### config.mk
export PLATFORM = sky130hd
export DESIGN_NAME = player_action_ctrl
export DESIGN_NICKNAME = d
export VERILOG_FILES = /design/src/rtl/player_action_ctrl.sv
export SDC_FILE = /design/constraint.sdc
export NUM_CORES = 1
export LEC_CHECK = 0
export ABC_AREA = 1
export BUFFER_PORTS_ARGS = -buffer_cell sky130_fd_sc_hd__buf_2
export CAP_MARGIN = 40
export CORE_ASPECT_RATIO = 1.4
export CORE_UTILIZATION = 39
export DETAILED_ROUTE_END_ITERATION = 12
export GPL_TIMING_DRIVEN = 0
export SLEW_MARGIN = 20
export SYNTH_ARGS = -nofsm -noshare
export SYNTH_HDL_FRONTEND = slang
export SYNTH_SLANG_ARGS = --single-unit
### constraint.sdc
create_clock -name clk -period 1.5 [get_ports clk]
set_clock_uncertainty 0.05 [all_clocks]
set_input_delay 0.075 -clock clk [delete_from_list [all_inputs] [get_ports clk]]
set_output_delay 0.075 -clock clk [all_outputs]
set_load 0.05 [all_outputs]
### src/rtl/player_action_ctrl.sv
// Per-player action sequencer that gates walk/jump commands into player_move and
// sequences attack, hit-stun and KO. All state advances on SCEN (frame-enable) ticks.
module player_action_ctrl #(
    parameter int ATK_STARTUP    = 4,
    parameter int ATK_ACTIVE     = 3,
    parameter int ATK_RECOVERY   = 8,
    parameter int HITSTUN_FRAMES = 20,
    parameter int CNT_WIDTH      = 6
) (
    input  logic       clk,
    input  logic       reset,
    input  logic       SCEN,
    input  logic       btn_left,
    input  logic       btn_right,
    input  logic       btn_jump,
    input  logic       btn_attack,
    input  logic       hit_taken,
    input  logic       hp_zero,
    input  logic       jump_active,
    output logic       move_enable,
    output logic       move_left,
    output logic       move_right,
    output logic       jump,
    output logic       attack_hitbox,
    output logic [2:0] state,
    output logic       busy
);

    typedef enum logic [2:0] {
        IDLE    = 3'd0,
        WALK    = 3'd1,
        AIR     = 3'd2,
        ATK_SU  = 3'd3,
        ATK_ACT = 3'd4,
        ATK_REC = 3'd5,
        HITSTUN = 3'd6,
        KO      = 3'd7
    } state_e;

    localparam logic [CNT_WIDTH-1:0] SU_LOAD  = CNT_WIDTH'(ATK_STARTUP - 1);
    localparam logic [CNT_WIDTH-1:0] ACT_LOAD = CNT_WIDTH'(ATK_ACTIVE - 1);
    localparam logic [CNT_WIDTH-1:0] REC_LOAD = CNT_WIDTH'(ATK_RECOVERY - 1);
    localparam logic [CNT_WIDTH-1:0] HS_LOAD  = CNT_WIDTH'(HITSTUN_FRAMES - 1);

    state_e                state_q, state_d;
    logic [CNT_WIDTH-1:0]  cnt_q, cnt_d;
    logic                  prev_atk_q, prev_atk_d;
    logic                  prev_jump_q, prev_jump_d;
    logic                  hit_q, hit_d;
    logic                  air_seen_q, air_seen_d;
    logic                  jump_fire;
    logic                  move_enable_q, move_enable_d;
    logic                  move_left_q, move_left_d;
    logic                  move_right_q, move_right_d;
    logic                  jump_q, jump_d;
    logic                  hitbox_q, hitbox_d;
    logic                  busy_q, busy_d;
    logic                  hit_pend, atk_edge, jump_edge;

    assign hit_pend  = hit_q | hit_taken;
    assign atk_edge  = btn_attack & ~prev_atk_q;
    assign jump_edge = btn_jump & ~prev_jump_q;

    always_ff @(posedge clk or posedge reset) begin
        if (reset) begin
            state_q       <= IDLE;
            cnt_q         <= '0;
            prev_atk_q    <= 1'b0;
            prev_jump_q   <= 1'b0;
            hit_q         <= 1'b0;
            air_seen_q    <= 1'b0;
            move_enable_q <= 1'b1;
            move_left_q   <= 1'b0;
            move_right_q  <= 1'b0;
            jump_q        <= 1'b0;
            hitbox_q      <= 1'b0;
            busy_q        <= 1'b0;
        end else begin
            hit_q <= hit_d;
            if (SCEN) begin
                state_q       <= state_d;
                cnt_q         <= cnt_d;
                prev_atk_q    <= prev_atk_d;
                prev_jump_q   <= prev_jump_d;
                air_seen_q    <= air_seen_d;
                move_enable_q <= move_enable_d;
                move_left_q   <= move_left_d;
                move_right_q  <= move_right_d;
                jump_q        <= jump_d;
                hitbox_q      <= hitbox_d;
                busy_q        <= busy_d;
            end
        end
    end

    // The hit latch fills on any cycle and is drained by the next frame tick.
    always_comb begin
        state_d     = state_q;
        cnt_d       = cnt_q;
        air_seen_d  = 1'b0;
        jump_fire   = 1'b0;
        prev_atk_d  = btn_attack;
        prev_jump_d = btn_jump;
        hit_d       = SCEN ? 1'b0 : hit_pend;
        if (hp_zero) begin
            state_d = KO;
            cnt_d   = '0;
        end else if (hit_pend && state_q != KO) begin
            state_d = HITSTUN;
            cnt_d   = HS_LOAD;
        end else begin
            case (state_q)
                IDLE, WALK: begin
                    cnt_d = '0;
                    if (atk_edge) begin
                        state_d = ATK_SU;
                        cnt_d   = SU_LOAD;
                    end else if (jump_edge) begin
                        state_d   = AIR;
                        jump_fire = 1'b1;
                    end else if (btn_left ^ btn_right) begin
                        state_d = WALK;
                    end else begin
                        state_d = IDLE;
                    end
                end
                ATK_SU: begin
                    if (cnt_q == '0) begin
                        state_d = ATK_ACT;
                        cnt_d   = ACT_LOAD;
                    end else cnt_d = cnt_q - 1'b1;
                end
                ATK_ACT: begin
                    if (cnt_q == '0) begin
                        state_d = ATK_REC;
                        cnt_d   = REC_LOAD;
                    end else cnt_d = cnt_q - 1'b1;
                end
                ATK_REC: begin
                    if (cnt_q == '0) state_d = IDLE;
                    else cnt_d = cnt_q - 1'b1;
                end
                AIR: begin
                    if (air_seen_q && !jump_active) state_d = IDLE;
                    else air_seen_d = air_seen_q | jump_active;
                end
                HITSTUN: begin
                    // Stun may expire mid-air; hold at zero until landing.
                    if (cnt_q != '0) cnt_d = cnt_q - 1'b1;
                    else if (!jump_active) state_d = IDLE;
                end
                default: state_d = KO;
            endcase
        end
    end

    always_comb begin
        move_enable_d = !(state_d == ATK_SU || state_d == ATK_ACT ||
                          state_d == ATK_REC || state_d == KO);
        move_left_d   = (jump_fire || state_d == WALK) && btn_left && !btn_right;
        move_right_d  = (jump_fire || state_d == WALK) && btn_right && !btn_left;
        jump_d        = jump_fire;
        hitbox_d      = (state_d == ATK_ACT);
        busy_d        = !(state_d == IDLE || state_d == WALK);
    end

    assign move_enable   = move_enable_q;
    assign move_left     = move_left_q;
    assign move_right    = move_right_q;
    assign jump          = jump_q;
    assign attack_hitbox = hitbox_q;
    assign state         = state_q;
    assign busy          = busy_q;

endmodule

-- Word level (Yosys, flattened, before mapping)
Cells that the tools add are included.
- memory bits (read-only): 0
- bits in latches: 0
- bits in registers: 19
- memories kept: 0
- output and inout port bits: 9
- RAM bits: 0
- bitwise logic cells: 7
- reduce and logical (&&, ||, !) cells: 23
- multiply operators: 0
- add/sub/neg operators: 1
- multiplexer cells: 30
- div/mod/pow operators: 0
- shift-type cells: 0
- magnitude comparators: 0
- equal/unequal tests: 14
- operators by type and width (operator ; number):
    2-to-1 mux 6 bit ; 6
    case mux 6 bit (5 select lines) ; 1
    2-to-1 mux 3 bit ; 8
    equality test 3 bit, second input constant ; 6
    case mux 3 bit (6 select lines) ; 1
    2-to-1 mux 1 bit ; 11
    equality test 3 x 2 -> 1 bit, second input constant ; 3
    != test 4 bit, second input constant ; 2
    nonzero test 7 bit ; 1
    equality test 3 x 1 -> 1 bit, second input constant ; 2
    logical AND 1 bit ; 6
    logical NOT 3 bit ; 2
    logical NOT 6 bit ; 1
    2-to-1 mux 2 bit ; 3
    nonzero test 6 bit ; 1
    subtractor 6 x 1 -> 6 bit, second input constant ; 1
    logical NOT 1 bit ; 5
    logical OR 1 bit ; 5
    AND reduction 4 bit ; 1
    != test 3 bit, second input constant ; 1
    AND 1 bit ; 2
    NOT 1 bit ; 2
    bitwise OR 1 bit ; 2
    OR reduction 2 bit ; 1
    bitwise XOR 1 bit ; 1

-- Logic depth before layout (Yosys ltp)
Gate-level depths: netlist (run 1).
- depth in word-level cells: 12
- gate-level depth with buffers: 12

-- Worst setup path before layout (run 1)
Ideal clock, no wire load.
- kind: register to register
- from: register state_q[0] (netlist: state[0])
- to: register cnt_q[1]
- arrival: 1.576 ns
- path buffers: 1
- stages on the path, launching flop included: 11
- clock period less this slack: 1.759 ns
- setup time: 0.132 ns
- setup slack: -0.259 ns
- path through: dfrtp_1 -> buf_4 -> nand3_2 -> nand2_2 -> inv_1 -> nor2_2 -> nand2_1 -> nand2_2 -> inv_2 -> nand2_2 -> o22ai_1
- cells in the longest elaborated chain, start to end: 5
- elaborated cells between the ends (all ways): 16
- ends and longest elaborated chain (element ; line ; RTL):
    start: declaration ; 45 ; state_e state_q, state_d;
    start signal: assignment ; 81 ; state_q <= state_d;
    equality test 3 x 1 -> 1 bit / logical NOT 3 bit (equally long branches) ; 112 ; case (state_q)
    OR reduction 2 bit ; 112 ;
    case mux 6 bit (5 select lines) ; 112 ;
    2-to-1 mux 6 bit ; 108 ; end else if (hit_pend && state_q != KO) begin
    2-to-1 mux 6 bit ; 105 ; if (hp_zero) begin
    end signal: assignment ; 82 ; cnt_q <= cnt_d;
    end: declaration ; 46 ; logic [CNT_WIDTH-1:0] cnt_q, cnt_d;
Parallel ways exist; a longest one is shown, timed or not.
A chain may end at the register's enable or synchronous reset.

-- Final worst setup path (run 1)
- from: register cnt_q[1]
- to: register cnt_q[3]
- cells in the longest elaborated chain, start to end: 5
- elaborated cells between the ends (all ways): 13
- ends and longest elaborated chain (element ; line):
    subtractor 6 x 1 -> 6 bit / logical NOT 6 bit (equally long branches) ; --
    2-to-1 mux 6 bit, on equally long branches ; --
    case mux 6 bit (5 select lines) ; 112
    2-to-1 mux 6 bit ; 108
    2-to-1 mux 6 bit ; 105
Parallel ways exist; a longest one is shown, timed or not. The select of a mux whose other input is x is not followed.

==> results.json, run 1 <==
{
  "status": "finished with violations",
  "violations": "negative setup slack",
  "max-vdd-ir-drop_v": 0.0006004,
  "hold_start": "jump_active",
  "clk_pin_slew_ns": 0.07,
  "clock_sinks": 19,
  "synth_common_cells": "43 x nand2_1, 21 x inv_1, 19 x nor2_1",
  "synth_top_area_share_pct": 36.59,
  "crit_fanout": 8,
  "layout_min_cycle_time_ns": 1.616,
  "async_reset_ff_share_pct": 100.0,
  "hold_end": "air_seen_q",
  "drt-total-wl_um": 3180,
  "setup_viol": 13,
  "detail-route-antenna-nets": 0,
  "worstMarginPinSlew_ns": 0.7260,
  "power_density_mw_per_mm2": 1053,
  "die_w_um": 49.49,
  "synth_area_leader_cell": "dfrtp_1",
  "clockRootBuffer": "clkbuf_8",
  "hold_violations": 0,
  "yosysMostFrequentCell": "nand2_1",
  "required_ns": 1.63,
  "drv_cap": 0,
  "finalMaxSlewViolations": 0,
  "core_area_sq_mm": 0.002935,
  "synth_warnings": 0,
  "slew_headroom_pct": 51.54,
  "synth_seq_area_share_pct": 38.72,
  "detail_route.vias_per_cell": 5.152,
  "fin_ws_ns": -0.1155,
  "synthTopCellsByArea": "dfrtp_1 37%, nand2_1 13%, inv_1 6.4%",
  "syn_area_sq_mm": 0.001231,
  "grt_pass1_wl_um": 5230,
  "cts_tree": "yes",
  "place.gp.congestion": 0.8462,
  "drive_above_1_share_pct": 38.35,
  "first_pass_iters": 4,
  "synth_top_flop_cell": "dfrtp_1",
  "totalPowerFinal_mw": 1.732,
  "synth.avg_cell_area_sq_um": 7.076,
  "final_util_pct": 56.05,
  "port_buffers": 17,
  "area_growth_pct": 33.64,
  "reg2reg_depth": 12,
  "rsz0062_at_grt": "true",
  "drc": 0,
  "routedWlPerCell_um": 13.09,
  "clockBufferDepth": 2,
  "nets": 218,
  "die_h_um": 68.48,
  "reg2reg_from": "cnt_q[1]",
  "hold-path-cell-count": 3,
  "dr.first_iter.drc_count": 42,
  "via_count": 1252,
  "gr-usage-all-layers_pct": 20.68,
  "syn_nets": 185,
  "antenna_found_initial": 0,
  "clock_latency_ns": 0.26,
  "grt_pass1_vias": 1242,
  "num_antenna_cells": 0,
  "p_leak_nw": 0.8134,
  "htreeDepth": 1,
  "holdWs_ns": 0.09495,
  "start_util_pct": 41.94,
  "numCtsBuffers": 3,
  "synth-edff-count": 0,
  "hpwl_um": 2270,
  "fmax_mhz": 619.0,
  "hold_path_class": "in2reg",
  "grt_max_degree": 20,
  "timing.rr.end": "cnt_q[3]",
  "worstSetupPathType": "reg2reg",
  "netlist_instances": 174,
  "die-area_sq_mm": 0.003389,
  "r2r_setup_slack_ns": -0.12,
  "placementRows": 23,
  "boundaryPins": 19,
  "grt.overflow.total": 0,
  "synth_seq_cells": 19,
  "cp_data_arrival_time_ns": 1.75,
  "finalCritPeriodShare_pct": 107.7,
  "start_kind": "flop",
  "critPathCaptureType": "flop",
  "synth_cell_types": 32
}
worst max-delay path, cell delays in order, from the launching register on:
cell and delay (ns):
dfrtp_1 0.39, inv_2 0.09, ha_4 0.15, nand3_4 0.14, inv_4 0.11, nand2_1 0.05
nand3_1 0.06, nand2_1 0.06, nand2_2 0.11, nor2_1 0.06, nand2_1 0.05, nand2_1 0.06
nor2_1 0.14
flip-flops by register name (all words and copies together), names as in the netlist:
signal / cells
cnt_q: 6
state: 3
air_seen_q: 1
attack_hitbox: 1
busy: 1
hit_q: 1
jump: 1
move_enable: 1
move_left: 1
move_right: 1
prev_atk_q: 1
prev_jump_q: 1
power by group:
part / internal (mW) / total [mW] / switching [mW] / leakage (nW)
clock: 0.185 / 0.357 / 0.172 / 0.0255
sequential: 0.571 / 0.634 / 0.0626 / 0.237
combinational: 0.281 / 0.741 / 0.461 / 0.551
total: 1.04 / 1.73 / 0.696 / 0.813
how the worst max path moves through the flow:
stage	slack (ns)	startpoint	cells past startpoint	end
2_1_floorplan	-0.05	state[0]	11	cnt_q[1]
5_1_grt	-0.25	cnt_q[1]	12	cnt_q[3]
3_5_place_dp	-0.29	cnt_q[0]	7	state[1]
4_1_cts	-0.09	cnt_q[1]	10	move_enable
3_3_place_gp	-0.31	cnt_q[0]	7	state[1]
6_report	-0.12	cnt_q[1]	12	cnt_q[3]
placed cells by master, fill, tap and decap left out, types with 3 or more instances in the layout:
master / instances
dlygate4sd3_1: 3
a21oi_1: 3
dfrtp_1: 15
buf_4: 8
inv_1: 16
nand3_2: 3
nand2_1: 36
nand2_2: 10
o21ai_0: 7
inv_4: 5
nand3_1: 10
nor2_1: 14
nand3_4: 3
o21ai_1: 6
nor2_2: 5
inv_2: 5
clkbuf_8: 3
o22ai_1: 4
nor2_4: 3
nand4_1: 4
buf_2: 18
cell families (layout without fill, tap and decap cells):
logic type               Yosys count  after routing  synth area share, %
AND/OR/NAND/NOR                   94             94                35.57
AO/OA/AOI/OAI                     30             30                14.74
buffers and inverters             29             61                9.248
flip-flops                        19             19                38.72
adder cells (fa/ha/maj)            1              1                1.016
XOR/XNOR                           1              1               0.7115
metal layers:
metal | wire (um) | up-vias | global-route usage [%]
met1 | 1223 | 579 | 21.79
met5 | 0 | - | 0
met2 | 1747 | 28 | 39.04
met4 | 126 | 0 | 13.21
met3 | 83 | 13 | 2.444
li1 | - | 632 | -
metrics by stage:
step	std cells	worst slack [ns]	setup TNS, ns	cell area (sq um)
CTS	239	-0.09310	-0.7031	1538
global route	243	-0.2546	-2.184	1645
floorplan	174	-0.04823	-0.2898	1264
global placement	228	-0.3092	-2.956	1395
finish	243	-0.1155	-0.7759	1645
detailed placement	228	-0.2919	-2.978	1395
layout make-up:
type / count / area, sq um
Buffer: 3 / 23.77
Sequential cell: 19 / 483.0
Timing Repair Buffer: 28 / 175.2
Multi-Input combinational cell: 126 / 760.7
Clock buffer: 3 / 41.29
Tap cell: 37 / 46.29
Inverter: 26 / 110.1
Fill cell: 317 / 1290
Clock inverter: 1 / 5.005
repair_timing:
item / CTS / global route
endpoints found under the hold margin: 20 / 0
pin swaps: 7 / 7
gates resized for setup: 14 / 21
setup endpoints to repair: 14 / 14
setup buffers: 4 / 4
hold buffers: 3 / 0
Power figures use the tool's default switching activity.
==> run 2: changes to the inputs <==
--- a/config.mk
+++ b/config.mk
@@ -8,11 +8,13 @@
 export ABC_AREA = 1
 export BUFFER_PORTS_ARGS = -buffer_cell sky130_fd_sc_hd__buf_2
 export CAP_MARGIN = 40
+export CELL_PAD_IN_SITES_DETAIL_PLACEMENT = 0
+export CELL_PAD_IN_SITES_GLOBAL_PLACEMENT = 2
 export CORE_ASPECT_RATIO = 1.4
-export CORE_UTILIZATION = 39
+export CORE_UTILIZATION = 28
 export DETAILED_ROUTE_END_ITERATION = 12
 export GPL_TIMING_DRIVEN = 0
-export SLEW_MARGIN = 20
+export PLACE_DENSITY_LB_ADDON = 0.1
 export SYNTH_ARGS = -nofsm -noshare
 export SYNTH_HDL_FRONTEND = slang
 export SYNTH_SLANG_ARGS = --single-unit
==> results.json, run 2 (synthesis gave the netlist of run 1 again) <==
{
  "status": "finished with violations",
  "violations": "negative setup slack",
  "area_growth_pct": 38.41,
  "p_leak_nw": 0.8416,
  "clkPwrFrac_pct": 21.3,
  "core_area_sq_mm": 0.004239,
  "crit_fanout": 6,
  "hpwl_um": 2592,
  "antenna_found_initial": 0,
  "dr.first_iter.drc_count": 17,
  "die_h_um": 80.46,
  "port_buffers": 17,
  "start_kind": "flop",
  "rsz0062_at_grt": "true",
  "fmax_mhz": 606.9,
  "p_comb_share_pct": 43.4,
  "layout_min_cycle_time_ns": 1.648,
  "clockBufferDepth": 2,
  "via_count": 1245,
  "final_cells": 272,
  "gr-usage-all-layers_pct": 16.58,
  "place.gp.congestion": 0.7423,
  "worstSetupPathType": "reg2reg",
  "clockRootBuffer": "clkbuf_8",
  "cp_data_arrival_time_ns": 1.76,
  "die_w_um": 58.04,
  "cts_tree": "yes",
  "fin_ws_ns": -0.1478,
  "placementRows": 28,
  "largest_reg_flops": 6,
  "grt_max_degree": 20,
  "die-area_sq_mm": 0.004670,
  "pre_cts_ws_ns": -0.4043,
  "hold_violations": 0,
  "final_common_cell": "nand2_1",
  "numCtsBuffers": 3,
  "boundaryPins": 19,
  "start_util_pct": 29.04,
  "worstMarginPinSlew_ns": 0.7990,
  "drv_cap": 0,
  "clk_pin_slew_ns": 0.08,
  "required_ns": 1.61,
  "nets": 224,
  "power_density_mw_per_mm2": 1035,
  "critPathCaptureType": "flop",
  "p_sw_share_pct": 40.23,
  "clock_sinks": 19,
  "slew_headroom_pct": 46.67,
  "num_antenna_cells": 0,
  "power_frac_seq_pct": 35.3,
  "drive_above_1_share_pct": 39.15,
  "finalCritPeriodShare_pct": 109.9,
  "detail-route-antenna-nets": 0,
  "grt_pass1_wl_um": 5699,
  "top_register": "cnt_q",
  "dp.cells": 251,
  "finalMaxSlewViolations": 0,
  "grt.overflow.total": 0,
  "grt_pass1_vias": 1291,
  "drt-total-wl_um": 3486,
  "routedWlPerCell_um": 12.82,
  "htreeDepth": 1,
  "intPower_mw": 1.054,
  "setup_viol": 13,
  "switchingPower_mw": 0.7093,
  "detail_route.vias_per_cell": 4.577,
  "mostFrequentLayoutCells": "38 x nand2_1, 18 x buf_2, 17 x inv_1",
  "first_pass_iters": 4,
  "drc": 0,
  "hold_path_class": "in2reg",
  "clock_latency_ns": 0.26,
  "max-vdd-ir-drop_v": 0.0003814
}
## run 2: area by class of cell
class | count | area (sq um)
multi-input combinational | 126 | 748.2
clock buffer | 3 | 41.29
timing repair buffer | 34 | 224.0
tap | 60 | 75.07
fill | 478 | 2535
inverter | 26 | 107.6
clock inverter | 1 | 5.005
sequential | 19 | 483.0
buffer | 3 | 20.02
## run 2: final timing paths
kind | slack (ns) | start | to | cells after the start
min reg2reg | 0.43 | move_right | move_right | 2
min in group asynchronous | 0.45 | reset | cnt_q[2] | 3
min | 0.06 | jump_active | air_seen_q | 3
max reg2reg | -0.15 | state[1] | move_right | 11
max | -0.15 | state[1] | move_right | 11
max in group asynchronous | 0.36 | reset | state[1] | 3
## run 2: power by group through the flow
stage | Clock, mW | Sequential [mW] | Combinational [mW]
floorplan | 0 | 0.678 | 0.400
global placement | 0 | 0.629 | 0.587
detailed placement | 0 | 0.631 | 0.587
CTS | 0.392 | 0.622 | 0.754
global route | 0.406 | 0.630 | 0.847
finish | 0.375 | 0.622 | 0.766
## run 2: per-layer routing
metal | track usage, % | share of wire [%] | vias to the layer above
met5 | 0 | 0 | -
met3 | 2.254 | 1.8 | 11
met2 | 32.53 | 56 | 19
li1 | - | - | 637
met4 | 9.048 | 3.4 | 0
met1 | 16.05 | 39 | 578
## run 2: what timing repair did
item | CTS | global route
hold buffers | 3 | 0
setup buffers | 13 | 1
endpoints found under the hold margin | 20 | 0
gates resized for setup | 28 | 3
pin swaps | 16 | 3
setup endpoints to repair | 14 | 14
## run 2: worst max-delay path, stage by stage (launching register included)
cell and delay (ns):
dfrtp_4 0.55, buf_6 0.15, nand3_4 0.09, nand2_1 0.08, nand3_1 0.12, nand3_2 0.10
nand2_2 0.10, nand2_2 0.07, nand3_1 0.08, nand2_1 0.06, nand2_1 0.07, nand2_1 0.05
## run 2: stage by stage
stage          hold WS, ns  utilization [%]  power [mW]  instance area, sq um  setup TNS [ns]
6_report           0.05614            40.20       1.763                  1704         -0.8520
4_1_cts            0.05362            39.85       1.768                  1689         -0.6409
3_3_place_gp        0.1966            33.59       1.216                  1424          -3.785
2_1_floorplan     -0.02473                -       1.078                  1264         -0.2898
3_5_place_dp        0.2208            33.59       1.218                  1424          -3.734
5_1_grt            0.06907            40.20       1.883                  1704          -2.252
==> run 3: changes to the inputs <==
--- a/config.mk
+++ b/config.mk
@@ -9,9 +9,9 @@
 export BUFFER_PORTS_ARGS = -buffer_cell sky130_fd_sc_hd__buf_2
 export CAP_MARGIN = 40
 export CELL_PAD_IN_SITES_DETAIL_PLACEMENT = 0
-export CELL_PAD_IN_SITES_GLOBAL_PLACEMENT = 2
+export CELL_PAD_IN_SITES_GLOBAL_PLACEMENT = 1
 export CORE_ASPECT_RATIO = 1.4
-export CORE_UTILIZATION = 28
+export CORE_UTILIZATION = 36
 export DETAILED_ROUTE_END_ITERATION = 12
 export GPL_TIMING_DRIVEN = 0
 export PLACE_DENSITY_LB_ADDON = 0.1
==> results.json, run 3 (synthesis gave the netlist of run 1 again) <==
{
  "drc": 0,
  "start_util_pct": 38.68,
  "detail-route-antenna-nets": 0,
  "hold_violations": 0,
  "die_w_um": 51.43,
  "final_common_cell": "nand2_1",
  "port_buffers": 17,
  "layout_min_cycle_time_ns": 1.570,
  "grt_pass1_vias": 1276,
  "first_pass_iters": 4,
  "place.gp.congestion": 0.8455,
  "clockRootBuffer": "clkbuf_8",
  "crit_path_top_delay_cell": "dfrtp_4",
  "required_ns": 1.59,
  "grt.overflow.total": 0,
  "max-vdd-ir-drop_v": 0.0004599,
  "hold_path_class": "in2reg",
  "routedWlPerCell_um": 12.85,
  "finalCritPeriodShare_pct": 104.7,
  "placed_area_sq_mm": 0.001398,
  "num_antenna_cells": 0,
  "area_growth_pct": 33.94,
  "design_area_sq_mm": 0.001649,
  "detail_route.vias_per_cell": 4.963,
  "worstMarginPinSlew_ns": 0.7579,
  "rsz0062_at_grt": "true",
  "cp_data_arrival_time_ns": 1.66,
  "critPathCaptureType": "flop",
  "p_leak_nw": 0.8225,
  "crit_fanout": 8,
  "drive_above_1_share_pct": 39.13,
  "status": "finished with violations",
  "fin_ws_ns": -0.07038,
  "numCtsBuffers": 3,
  "grt_max_degree": 20,
  "drv_cap": 0,
  "antenna_found_initial": 0,
  "die_h_um": 71.20,
  "setup_viol": 10,
  "start_kind": "flop",
  "placementRows": 24,
  "top_register": "cnt_q",
  "grt_pass1_wl_um": 5437,
  "clockBufferDepth": 2,
  "drt-total-wl_um": 3160,
  "cp_num_buf_inv": 1,
  "crit_family": "simple AND/OR/NAND/NOR gates",
  "via_count": 1221,
  "gr-usage-all-layers_pct": 19.58,
  "cts_tree": "yes",
  "slowest_delay_ns": 0.54,
  "die-area_sq_mm": 0.003661,
  "clock_latency_ns": 0.26,
  "hpwl_um": 2413,
  "slew_headroom_pct": 49.42,
  "final_cells": 246,
  "setup-tns-final_ns": -0.4373,
  "final_util_pct": 51.81,
  "htreeDepth": 1,
  "largest_reg_flops": 6,
  "crit_top_cell": "nand2_2",
  "power_density_mw_per_mm2": 1045,
  "dr.first_iter.drc_count": 14,
  "r2r_setup_slack_ns": -0.07,
  "worstSetupPathType": "reg2reg",
  "finalMaxSlewViolations": 0,
  "clock_sinks": 19,
  "clk_pin_slew_ns": 0.07,
  "path_cells": "nand2_2 > nand2_2 > a21oi_4 > nand2_1 > nand3_1 > nand2_1 > nand2_2 > inv_4 > nand2_4 > o22ai_1",
  "boundaryPins": 19,
  "mostFrequentLayoutCells": "36 x nand2_1, 18 x buf_2, 17 x inv_1",
  "core_area_sq_mm": 0.003183,
  "dp.cells": 230,
  "nets": 219,
  "violations": "negative setup slack",
  "fmax_mhz": 636.8
}
## run 3: per-stage QoR
stage / total power [mW] / hold slack, ns / worst slack, ns
2_1_floorplan: 1.078 / -0.02473 / -0.04823
6_report: 1.724 / 0.05953 / -0.07038
3_5_place_dp: 1.213 / 0.2080 / -0.3707
5_1_grt: 1.842 / 0.07453 / -0.2114
4_1_cts: 1.720 / 0.05660 / -0.07654
3_3_place_gp: 1.203 / 0.1936 / -0.3369
## run 3: final cells by class
class / count / area (sq um)
Buffer: 3 / 20.02
Fill cell: 340 / 1534
Tap cell: 39 / 48.80
Sequential cell: 19 / 483.0
Multi-Input combinational cell: 126 / 764.5
Inverter: 26 / 105.1
Timing Repair Buffer: 29 / 182.7
Clock buffer: 4 / 45.04
## run 3: tightest hold or removal path, cell delays in order
cell	delay, ns
buf_2	0.12
nand3_1	0.07
o22ai_1	0.06
## run 3: worst paths after layout
check / start / end / depth (start not counted)
worst min register to register: busy / busy / 2
worst min-delay path: jump_active / air_seen_q / 3
max in group asynchronous: reset / state[1] / 3
worst max-delay path: state[1] / cnt_q[4] / 10
min in group asynchronous: reset / air_seen_q / 3
worst max register to register: state[1] / cnt_q[4] / 10
## run 3: per-layer routing
metal  up-vias  GRT usage (%)  wire [um]
li1        628              -          -
met1       576          21.19       1241
met2        12          37.81       1824
met3         5          2.796         53
met4         0          5.405         41
met5         -              0          0
## run 3: power by group
| group | switching [mW] | total, mW | internal, mW |
|---|---|---|---|
| combinational | 0.456 | 0.733 | 0.277 |
| sequential | 0.0587 | 0.630 | 0.571 |
| clock | 0.172 | 0.361 | 0.189 |
## run 3: what timing repair did
action	CTS	global route
pin swaps	14	4
setup endpoints to repair	14	14
resized for setup	28	7
hold buffers	3	0
cloned	0	0
buffers inserted	8	1
hold endpoints to repair	20	0
